$ cat config.mk
export PLATFORM = sky130hd
export DESIGN_NAME = iomem_timer
export DESIGN_NICKNAME = d
export VERILOG_FILES = /design/src/rtl/iomem_timer_pkg.sv /design/src/rtl/iomem_timer_sync.sv /design/src/rtl/iomem_timer.sv
export SDC_FILE = /design/constraint.sdc
export NUM_CORES = 1
export LEC_CHECK = 0
export BUFFER_PORTS_ARGS = -buffer_cell sky130_fd_sc_hd__buf_4
export CAP_MARGIN = 5
export CORE_MARGIN = 10
export CORE_UTILIZATION = 59
export CTS_BUF_LIST = sky130_fd_sc_hd__clkbuf_16
export DETAILED_ROUTE_END_ITERATION = 16
export GPL_ROUTABILITY_DRIVEN = 0
export MAX_ROUTING_LAYER = met4
export PLACE_DENSITY = 0.84
export RECOVER_POWER = 100
export SLEW_MARGIN = 20
export SYNTH_ARGS = -nofsm -noshare
export SYNTH_HDL_FRONTEND = slang
export SYNTH_SLANG_ARGS = --single-unit
export TNS_END_PERCENT = 5
$ cat constraint.sdc
create_clock -name clk -period 5.4 [get_ports clk]
set_clock_uncertainty 0.2 [all_clocks]
set_input_delay 1.08 -clock clk [delete_from_list [all_inputs] [get_ports clk]]
set_output_delay 1.08 -clock clk [all_outputs]
set_load 0.02 [all_outputs]
$ cat src/rtl/iomem_timer_pkg.sv
// Shared constants for the iomem_timer peripheral: register offsets (word index),
// CTRL/STATUS bit positions and the prescaler width.
package iomem_timer_pkg;

    localparam int PRESC_W = 16;

    // Offsets are word indices, i.e. iomem_addr[7:2].
    localparam logic [5:0] REG_CTRL   = 6'h00;
    localparam logic [5:0] REG_PRESC  = 6'h01;
    localparam logic [5:0] REG_COUNT  = 6'h02;
    localparam logic [5:0] REG_CMP    = 6'h03;
    localparam logic [5:0] REG_STATUS = 6'h04;
    localparam logic [5:0] REG_CAP    = 6'h05;

    localparam int CTRL_EN         = 0;
    localparam int CTRL_AUTORELOAD = 1;
    localparam int CTRL_IRQ_EN     = 2;
    localparam int CTRL_CAP_IRQ_EN = 3;

    localparam int STATUS_MATCH = 0;
    localparam int STATUS_CAP   = 1;

endpackage

$ cat src/rtl/iomem_timer_sync.sv
// Two-flop synchronizer for an asynchronous strobe, plus a one-cycle pulse on
// each synchronized rising edge.
module iomem_timer_sync (
    input  logic clk,
    input  logic resetn,
    input  logic din,
    output logic rise
);

    // [0],[1] are the synchronizer stages, [2] holds the previous synchronized level.
    logic [2:0] sync_reg;

    always_ff @(posedge clk or negedge resetn) begin
        if (!resetn) begin
            sync_reg <= '0;
        end else begin
            sync_reg <= {sync_reg[1:0], din};
        end
    end

    assign rise = sync_reg[1] & ~sync_reg[2];

endmodule

$ cat src/rtl/iomem_timer.sv
// Memory-mapped 32-bit prescaled timer with compare match on the iomem bus.
// Define IOMEM_TIMER_CAPTURE_EN to add the capture_in port and the CAP register.
module iomem_timer
    import iomem_timer_pkg::*;
#(
    parameter logic [31:0] BASE_ADDR = 32'h0300_0000
) (
    input  logic        clk,
    input  logic        resetn,
    input  logic        iomem_valid,
    output logic        iomem_ready,
    input  logic [3:0]  iomem_wstrb,
    input  logic [31:0] iomem_addr,
    input  logic [31:0] iomem_wdata,
    output logic [31:0] iomem_rdata,
`ifdef IOMEM_TIMER_CAPTURE_EN
    input  logic        capture_in,
`endif
    output logic        irq
);

`ifdef IOMEM_TIMER_CAPTURE_EN
    localparam logic [3:0] CTRL_WMASK = 4'hF;
`else
    localparam logic [3:0] CTRL_WMASK = 4'h7;
`endif

    logic               hit;
    logic               ack;
    logic               unused_addr_bits;
    logic               ready_reg;
    logic [5:0]         offset_reg;
    logic [3:0]         wstrb_reg;
    logic [31:0]        wdata_reg;
    logic [31:0]        byte_mask;

    logic [3:0]         ctrl_reg, ctrl_next;
    logic [PRESC_W-1:0] presc_reg, presc_next;
    logic [PRESC_W-1:0] psc_cnt_reg, psc_cnt_next;
    logic [31:0]        count_reg, count_next;
    logic [31:0]        cmp_reg, cmp_next;
    logic [1:0]         status_reg, status_next;
    logic               irq_reg, irq_next;
    logic [31:0]        rdata_mux;

    logic               wr_en, wr_ctrl, wr_presc, wr_count, wr_cmp, wr_status;
    logic [3:0]         ctrl_wr;
    logic [PRESC_W-1:0] presc_wr;
    logic [31:0]        count_wr, cmp_wr;
    logic [1:0]         w1c;
    logic               start_wr, stop_wr, run, tick, match;

`ifdef IOMEM_TIMER_CAPTURE_EN
    logic        cap_rise;
    logic [31:0] cap_reg, cap_next;

    iomem_timer_sync u_sync (
        .clk    (clk),
        .resetn (resetn),
        .din    (capture_in),
        .rise   (cap_rise)
    );
`endif

    assign hit = iomem_valid && (iomem_addr[31:8] == BASE_ADDR[31:8]);
    // Blocking on our own ready keeps a held request from being acknowledged twice.
    assign ack = hit && !ready_reg;
    assign unused_addr_bits = ^iomem_addr[1:0];

    always_ff @(posedge clk or negedge resetn) begin
        if (!resetn) begin
            ready_reg  <= 1'b0;
            offset_reg <= '0;
            wstrb_reg  <= '0;
            wdata_reg  <= '0;
        end else begin
            ready_reg <= ack;
            if (ack) begin
                offset_reg <= iomem_addr[7:2];
                wstrb_reg  <= iomem_wstrb;
                wdata_reg  <= iomem_wdata;
            end
        end
    end

    for (genvar gi = 0; gi < 4; gi++) begin : g_lane
        assign byte_mask[8*gi +: 8] = {8{wstrb_reg[gi]}};
    end

    // Writes commit at the edge closing the acknowledge cycle.
    assign wr_en     = ready_reg && (wstrb_reg != 4'd0);
    assign wr_ctrl   = wr_en && (offset_reg == REG_CTRL);
    assign wr_presc  = wr_en && (offset_reg == REG_PRESC);
    assign wr_count  = wr_en && (offset_reg == REG_COUNT);
    assign wr_cmp    = wr_en && (offset_reg == REG_CMP);
    assign wr_status = wr_en && (offset_reg == REG_STATUS);

    assign ctrl_wr  = ((ctrl_reg & ~byte_mask[3:0]) | (wdata_reg[3:0] & byte_mask[3:0])) & CTRL_WMASK;
    assign presc_wr = (presc_reg & ~byte_mask[PRESC_W-1:0]) | (wdata_reg[PRESC_W-1:0] & byte_mask[PRESC_W-1:0]);
    assign count_wr = (count_reg & ~byte_mask) | (wdata_reg & byte_mask);
    assign cmp_wr   = (cmp_reg & ~byte_mask) | (wdata_reg & byte_mask);
    assign w1c      = wdata_reg[1:0] & byte_mask[1:0];

    assign start_wr = wr_ctrl && ctrl_wr[CTRL_EN] && !ctrl_reg[CTRL_EN];
    assign stop_wr  = wr_ctrl && !ctrl_wr[CTRL_EN];
    // A CPU write clearing EN suppresses the tick of that same cycle.
    assign run      = ctrl_reg[CTRL_EN] && !stop_wr;
    assign tick     = run && (psc_cnt_reg == presc_reg);
    assign match    = (count_reg == cmp_reg);

    always_comb begin
        ctrl_next    = ctrl_reg;
        presc_next   = presc_reg;
        psc_cnt_next = psc_cnt_reg;
        count_next   = count_reg;
        cmp_next     = cmp_reg;
        status_next  = status_reg;

        if (wr_ctrl)   ctrl_next   = ctrl_wr;
        if (wr_presc)  presc_next  = presc_wr;
        if (wr_cmp)    cmp_next    = cmp_wr;
        if (wr_status) status_next = status_reg & ~w1c;

        if (start_wr) begin
            psc_cnt_next = '0;
        end else if (run) begin
            psc_cnt_next = tick ? '0 : psc_cnt_reg + 1'b1;
        end

        // Event sets are applied after the W1C so they win a same-cycle clear.
        if (tick) begin
            if (match) begin
                status_next[STATUS_MATCH] = 1'b1;
                if (ctrl_reg[CTRL_AUTORELOAD]) begin
                    count_next = '0;
                end else begin
                    ctrl_next[CTRL_EN] = 1'b0;
                end
            end else begin
                count_next = count_reg + 32'd1;
            end
        end

        if (wr_count) count_next = count_wr;
    end

`ifdef IOMEM_TIMER_CAPTURE_EN
    always_comb begin
        cap_next = cap_reg;
        if (cap_rise) cap_next = count_reg;
    end

    always_ff @(posedge clk or negedge resetn) begin
        if (!resetn) begin
            cap_reg <= '0;
        end else begin
            cap_reg <= cap_next;
        end
    end

    assign irq_next = (status_reg[STATUS_MATCH] & ctrl_reg[CTRL_IRQ_EN])
                    | (status_reg[STATUS_CAP] & ctrl_reg[CTRL_CAP_IRQ_EN]);
`else
    assign irq_next = status_reg[STATUS_MATCH] & ctrl_reg[CTRL_IRQ_EN];
`endif

    always_ff @(posedge clk or negedge resetn) begin
        if (!resetn) begin
            ctrl_reg    <= '0;
            presc_reg   <= '0;
            psc_cnt_reg <= '0;
            count_reg   <= '0;
            cmp_reg     <= '0;
            status_reg  <= '0;
            irq_reg     <= 1'b0;
        end else begin
            ctrl_reg    <= ctrl_next;
            presc_reg   <= presc_next;
            psc_cnt_reg <= psc_cnt_next;
            count_reg   <= count_next;
            cmp_reg     <= cmp_next;
`ifdef IOMEM_TIMER_CAPTURE_EN
            status_reg  <= {status_next[1] | cap_rise, status_next[0]};
`else
            status_reg  <= {1'b0, status_next[0]};
`endif
            irq_reg     <= irq_next;
        end
    end

    always_comb begin
        rdata_mux = '0;
        case (offset_reg)
            REG_CTRL:   rdata_mux = {28'd0, ctrl_reg};
            REG_PRESC:  rdata_mux = {{(32-PRESC_W){1'b0}}, presc_reg};
            REG_COUNT:  rdata_mux = count_reg;
            REG_CMP:    rdata_mux = cmp_reg;
            REG_STATUS: rdata_mux = {30'd0, status_reg};
`ifdef IOMEM_TIMER_CAPTURE_EN
            REG_CAP:    rdata_mux = cap_reg;
`endif
            default:    rdata_mux = '0;
        endcase
    end

    assign iomem_ready = ready_reg;
    assign iomem_rdata = ready_reg ? rdata_mux : 32'd0;
    assign irq         = irq_reg;

endmodule
[Word-level counts from Yosys, hierarchy flattened]
Cells that the tools add are included.
Operators by class
  add/subtract/negate cells: 2
  equality and inequality tests: 8
  mux-type cells: 16
  bitwise operators: 18
  reduce and logical (&&, ||, !) cells: 22
Operators with widths (count)
  $mux W32: 5
  $pmux W32 S5: 1
  $and A32 B32 Y32: 3
  $or A32 B32 Y32: 2
  $mux W16: 3
  $add A32 B1 Y32 const B: 1
  $and A16 B16 Y16: 2
  $eq A32 B32 Y1: 1
  $not A32 Y32: 1
  $eq A24 B18 Y1 const B: 1
  $add A16 B1 Y16 const B: 1
  $eq A16 B16 Y1: 1
  $not A16 Y16: 1
  $or A16 B16 Y16: 1
  $logic_and A1 B1 Y1: 13
  $eq A6 B2 Y1 const B: 2
  $mux W1: 7
  $and A3 B3 Y3: 2
  $eq A6 B1 Y1 const B: 1
  $eq A6 B3 Y1 const B: 1
  $logic_not A6 Y1: 1
  $logic_not A1 Y1: 4
  $reduce_bool A2 Y1: 2
  $reduce_bool A4 Y1: 1
  other kinds (6): 8
Word-level totals
  register bits after elaboration: 144
  input bits: 71
  output and inout bits: 34
  logic and storage cells: 78

[Logic depth before layout (Yosys ltp)]
Gate-level depths: netlist (run 1).
  depth after elaboration: 11
  depth in mapped cells: 9
  mapped depth without buffers: 8

[Least setup slack after synthesis (run 1)]
OpenSTA, ideal clock, no wires.
  path type: register to output
  start point: register offset_reg[1]
  end point: output iomem_rdata[21]
  arrival time: 1.838 ns
  setup slack: 2.282 ns
  cell stages (with the launch flop): 6
  path buffers: 3
  cell sequence: dfrtp_1 > buf_1 > clkbuf_1 > nand2_1 > clkbuf_1 > nor2_1
On the way
  longest elaborated chain between the ends: 3
Ends and longest elaborated chain
  start: declaration: line iomem_timer.sv:32  | logic [5:0] offset_reg;
  start signal: assignment: line iomem_timer.sv:79  | offset_reg <= iomem_addr[7:2];
  $eq A6 B3 Y1, or another cell as far along: line iomem_timer.sv:193  | case (offset_reg)
  $pmux W32 S5 *: line iomem_timer.sv:193
  $mux W32 *: line iomem_timer.sv:207  | assign iomem_rdata = ready_reg ? rdata_mux : 32'd0;
  end: declaration: line iomem_timer.sv:15  | output logic [31:0] iomem_rdata,
Mark *: on every way between the ends. The rest lies on a longest branch, timed or not.

[Final worst setup path (run 1)]
  start point: input iomem_addr[27]
  end point: register wdata_reg[19]
On the way
  longest elaborated chain between the ends: 3
Ends and longest elaborated chain
  start: declaration: line iomem_timer.sv:13  | input logic [31:0] iomem_addr,
  $eq A24 B18 Y1: line iomem_timer.sv:65  | assign hit = iomem_valid && (iomem_addr[31:8] == BASE_ADDR[31:8]);
  $logic_and A1 B1 Y1: line iomem_timer.sv:65
  $logic_and A1 B1 Y1: line iomem_timer.sv:67  | assign ack = hit && !ready_reg;
  end signal: assignment: line iomem_timer.sv:81  | wdata_reg <= iomem_wdata;
  end: declaration: line iomem_timer.sv:34  | logic [31:0] wdata_reg;
No other way between the ends.
A chain may end at the register's enable or synchronous reset.

==> metrics, run 1 <==
status=finished, violations left; failing checks=max-capacitance violations, max-slew violations; RSZ-0062 raised after global routing=no; Max VDD drop=approximately 200 µV; mapped cell area=between 7000 and 8000 µm²; ys flop type=dfrtp_1; Core Util, Final=a little under three quarters; wire per inst=roughly 22 µm; kind of critical path=input pin to flop; first-pass GRT wire length=around 36,000 µm; critical path's slowest cell=clkbuf_1; crit path capture=wdata_reg[19]; Post-Route WL=between 20,000 and 25,000 µm; Post-Syn Area per Cell=~11 µm²; die width=roughly 130 µm; post-route antenna net violation count=0; clock latency on the worst-skew pair=about 0.43 ns; largest net degree at the start of global routing=110; Port Buf Inserts=just over 100; number of synthesized register bits=between 100 and 150; FFs w/ async S/R, synth=100%; Initial Utilization=61.0%; Post-synth EDFFs=0; Chip Height=~130 µm; drt initial violations=645; most frequent cells after synthesis=dfrtp_1 (144), mux2_2 (105), nand2_1 (67); area leader, netlist=dfrtp_1; DR vias=6,554; CTS buffer count=17; pwr dens=259 nW/µm²; layout cells sized above 1=25.2%; worst-margin pin slew=2.77 ns; clk slew on worst S/H paths=approximately 0.060 ns; GR Overflow Total=0; vias in the first global route=6,778; I/O pins=105; CP endpoint kind=flop; Syn Nets=between 800 and 900; Worst Path Max Fanout=28; CTS Root Cell=clkbuf_16; Final setup viols=0; Core Footprint=roughly 13,000 µm²; setup TNS=0 ns; hold crit path type=flop to flop; YS warnings=0; Total GRT Usage=between 20% and 30%; period utilization=81.2%; ant diodes=0; pre-CTS setup slack=around 2 ns; hold_sp=wdata_reg[23]; H-Tree Depth=4; worst setup margin=roughly 1.0 ns; sequential fraction of the synthesis area=between 40 and 50%; slew margin rel.=-84.7%; CP Launch Point=iomem_addr[27]; Rows=41; Synth area leaders=dfrtp_1 (46%), mux2_2 (15%), xnor2_1 (3.8%); Netlist cell types=between 50 and 60; MaxCap Viol Count=3; Static Leakage=slightly above 4 nW; fin nets=901; Post-route DRC=0; Syn Inst Count=about 740; Period minus WS final=4.38 ns; CP Launch Type=input pin; Yosys top cell area share=46.3%; die area=approximately 18,000 µm²; TritonCTS Sinks=~140; total power=between 0.002 and 0.0025 W; hpwl dp=15,300 µm; CTS Hold Bufs=0; final hold vios=0; post-CTS setup buffer count=0; number of gates resized after cts=0; Crit path largest cell delay=roughly 1.3 ns; count leader, synth=dfrtp_1; Avg Vias per Cell=around 6.5; WP data arrival=around 4.5 ns; path depth of the worst reg2reg path=8; R2R Path Start=offset_reg[1]; TritonCTS clock tree=yes; R2R Setup Slk=1.23 ns; Syn-to-layout area delta=16.7%; antenna violations before repair=0; DRT Pass-1 Iters=6; worst-case clock buffer depth=2; Slew Viols, Final=around 160; Peak Freq=228 MHz; worst path required time=about 5.5 ns; CP cell instances=buf_4 > nor4_1 > nand3_1 > nor2_1 > clkbuf_1 > mux2_2
[cells in the final DEF (no fill, tap or decap), types with 3 or more instances in the layout]
master	synthesis	layout
a21oi_1	11	11
a221o_1	4	4
a22oi_1	20	20
a32oi_1	4	4
and2_0	2	5
and2_1	7	4
and3_1	10	10
and4_1	6	6
buf_4	0	71
bufinv_16	0	4
clkbuf_1	23	35
clkbuf_16	0	17
clkinv_1	0	5
clkinv_2	0	4
dfrtp_1	144	144
inv_1	10	10
mux2_2	105	104
mux2i_1	17	17
mux4_2	3	3
nand2_1	67	68
nand2b_1	8	8
nand3_1	32	32
nand3b_1	3	3
nand4_1	19	19
nor2_1	55	55
nor2b_1	10	10
nor3_1	4	6
nor4_1	12	13
nor4b_1	4	4
o211ai_1	8	8
o21ai_0	32	33
o311ai_0	4	4
o31ai_1	7	7
o41ai_1	3	3
or3_1	6	6
or4_1	3	3
xnor2_1	34	34
xor2_1	17	17
[worst max-delay path, delay by kind of cell]
kind / cells / cell delay (ns)
buffers and inverters: 2 / 1.38
multiplexers: 1 / 0.45
AND/OR/NAND/NOR: 3 / 1.56
[report_power, final]
part           internal, W  total (W)    switching, W
logic            0.0000316  0.0000596       0.0000280
registers          0.00108    0.00108  0.000000000795
clock network     0.000759    0.00122        0.000456
total              0.00187    0.00235        0.000484
[per-layer routing]
layer | vias up | share of wire (%) | track usage (%)
met5 | - | 0 | -
li1 | 2860 | - | -
met4 | 0 | 3.4 | 10.5
met2 | 386 | 49 | 40.2
met1 | 3219 | 38 | 29.9
met3 | 89 | 9.0 | 7.08
[cell families after synthesis]
kind of cell	Yosys count	share of synthesized area, %
xor gates and xnor gates	51	5.73
DFF	144	46.3
buffers and inverters	47	2.70
AOI/OAI and AO/OA	110	9.57
and+or+nand+nor	258	17.2
adders and majority gates	2	0.321
muxes	125	18.2
[through the flow]
| step | instances | instance area, µm² | hold WS [ns] |
|---|---|---|---|
| after floorplan | 737 | 7790 | 0.264 |
| after global placement | 981 | 8670 | 0.293 |
| after detailed placement | 981 | 8670 | 0.304 |
| after CTS | 1013 | 9270 | 0.335 |
| after global routing | 1013 | 9090 | 0.353 |
| final | 1013 | 9090 | 0.341 |
[final cells by class]
cell class / instances / area, µm²
clock buffer: 17 / 425
clock inverter: 15 / 174
fill: 905 / 3680
inverter: 10 / 37.5
multi-input combinational: 546 / 3950
sequential: 144 / 3600
tap: 172 / 215
timing repair buffer: 109 / 682
[worst min-delay path by stage]
stage / end / slack (ns) / cells past startpoint
6_report: wdata_reg[23] / 0.34 / 1
5_1_grt: flop / 0.35 / 2
4_1_cts: flop / 0.34 / 2
3_5_place_dp: flop / 0.30 / 2
3_3_place_gp: flop / 0.29 / 2
2_1_floorplan: flop / 0.26 / 2
Power figures use the tool's default switching activity.
==> run 2, diff against run 1 <==
Settings changed: CORE_UTILIZATION 59 to 53, PLACE_DENSITY 0.84 to 0.8.
Clock period 5.4 ns to 3.95 ns, I/O delays scaled along.
==> metrics, run 2 (synthesis results as in run 1) <==
first-pass GRT wire length=~34,000 µm; CP cell instances=nor3_1 > nand2_1 > or2_2 > inv_1 > nand2_1 > buf_4 > nor2_1 > clkbuf_1; FF/Latch Area=roughly 3600 µm²; Psw=0.000735 W; RSZ-0062 raised after global routing=no; GR Overflow Total=0; TritonCTS Sinks=between 100 and 150; Post-route DRC=0; antenna violations before repair=0; Total GRT Usage=21.7%; hold depth=2; period utilization=85.7%; clock latency on the worst-skew pair=~0.44 ns; hold crit path type=flop to flop; Chip Height=roughly 140 µm; Static Leakage=between 4 and 5 nW; DR vias=6,312; Syn-to-layout area delta=18.1%; worst setup margin=roughly 0.56 ns; H-Tree Depth=4; Rows=44; fin nets=just over 900; path depth of the worst reg2reg path=7; Core Util, Final=about 64%; critical path's slowest cell=or2_2; Max VDD drop=approximately 330 µV; ant diodes=0; hold_sp=wdata_reg[27]; wire per inst=between 20 and 25 µm; status=finished, violations left; area of the multi-input gates=~4000 µm²; Avg Vias per Cell=between 6 and 7; WHS=between 0.3 and 0.4 ns; setup TNS=0 ns; Clock Power Share=roughly half; Worst Path Max Fanout=16; Logic pwr share=2.5%; final hold vios=0; slew margin rel.=-25.9%; clk slew on worst S/H paths=about 0.060 ns; Filler cells=1,158; post-route antenna net violation count=0; most frequent cells in the layout=dfrtp_1 (144), mux2_2 (103), buf_4 (81); post-CTS setup buffer count=0; pwr dens=around 350 nW/µm²; Period minus WS final=3.39 ns; Peak Freq=slightly below 300 MHz; Crit path largest cell delay=0.47 ns; CTS Root Cell=clkbuf_16; I/O pins=between 100 and 150; worst path required time=between 2 and 3 ns; R2R Path Start=offset_reg[2]; cell repeated most along the worst path=nand2_1; hpwl dp=approximately 15,000 µm; number of gates resized after cts=0; commonest non-fill, non-tap cell in the layout=dfrtp_1; drt initial violations=around 730; Sw Share=a little under a quarter; Port Buf Inserts=102; MaxCap Viol Count=1; CTS buffer count=17; Post-Route WL=20,900 µm; sequential share of power=approximately 46%; CP Launch Type=flop; kind of critical path=flop to output port; Inst Count DP=999; Core Footprint=14,500 µm²; die width=approximately 140 µm; WP data arrival=approximately 2.4 ns; largest net degree at the start of global routing=76; Initial Utilization=between 50 and 60%; layout cells sized above 1=27.4%; CTS Hold Bufs=0; vias in the first global route=around 6,400; non-filler cells, final=between 1,000 and 1,500; internal power consumption=between 0.002 and 0.0025 W; Slew Viols, Final=between 70 and 80; CP endpoint kind=output port; die area=between 15,000 and 20,000 µm²; pre-CTS setup slack=a little under 0.9 ns; Final setup viols=0; DRT Pass-1 Iters=5; failing checks=max-capacitance violations, max-slew violations; TritonCTS clock tree=yes; worst-margin pin slew=about 1.9 ns; worst-case clock buffer depth=2; R2R Setup Slk=~0.60 ns
[run 2: cell count changes in the layout (fill, tap and decap cells not counted), sizes merged]
cell      delta
buf         +10
inv          +5
clkbuf       -4
clkinv       -4
bufinv       -2
clkinvlp     +1
[run 2: metal layers]
metal	global-route usage (%)	vias up	wire [µm]
met5	-	-	0
met4	7.99	0	456
met3	5.24	30	1400
met2	32.4	265	9880
met1	28.3	3135	9180
li1	-	2882	-
[run 2: final cells by class]
class | instances | area share (%)
Multi-Input combinational cell | 546 | 43.3
Sequential cell | 144 | 39.2
Timing Repair Buffer | 115 | 8.08
Clock buffer | 17 | 4.62
Tap cell | 184 | 2.50
Clock inverter | 15 | 1.94
Inverter | 10 | 0.408
[run 2: worst max-delay path: cells and delay by family, from the launching register on]
kind          cells  cell delay (ns)
buf+inv           3             0.58
simple gates      5             0.97
flops             1             0.40
[run 2: worst max path at each step]
stage          cells after the start  slack (ns)              end     startpoint
2_1_floorplan                      5        1.12  iomem_rdata[21]  offset_reg[1]
3_3_place_gp                       7        0.98   psc_cnt_reg[5]  offset_reg[2]
3_5_place_dp                       7        0.87   psc_cnt_reg[2]  offset_reg[2]
4_1_cts                            8        0.67  iomem_rdata[29]  offset_reg[3]
5_1_grt                            7        0.32   psc_cnt_reg[4]  offset_reg[2]
6_report                           8        0.56  iomem_rdata[29]  offset_reg[3]
[run 2: power by group through the flow]
stage | combinational [W] | clock (W) | sequential (W)
2_1_floorplan | 0.00000216 | 0 | 0.00150
3_3_place_gp | 0.0000837 | 0 | 0.00150
3_5_place_dp | 0.0000855 | 0 | 0.00150
4_1_cts | 0.0000854 | 0.00167 | 0.00147
5_1_grt | 0.0000899 | 0.00173 | 0.00147
6_report | 0.0000802 | 0.00165 | 0.00147
[run 2: stage by stage]
stage | area, µm² | power, W
after CTS | 9340 | 0.00323
after floorplan | 7790 | 0.00150
final | 9200 | 0.00320
after global routing | 9200 | 0.00329
after detailed placement | 8740 | 0.00159
after global placement | 8740 | 0.00159
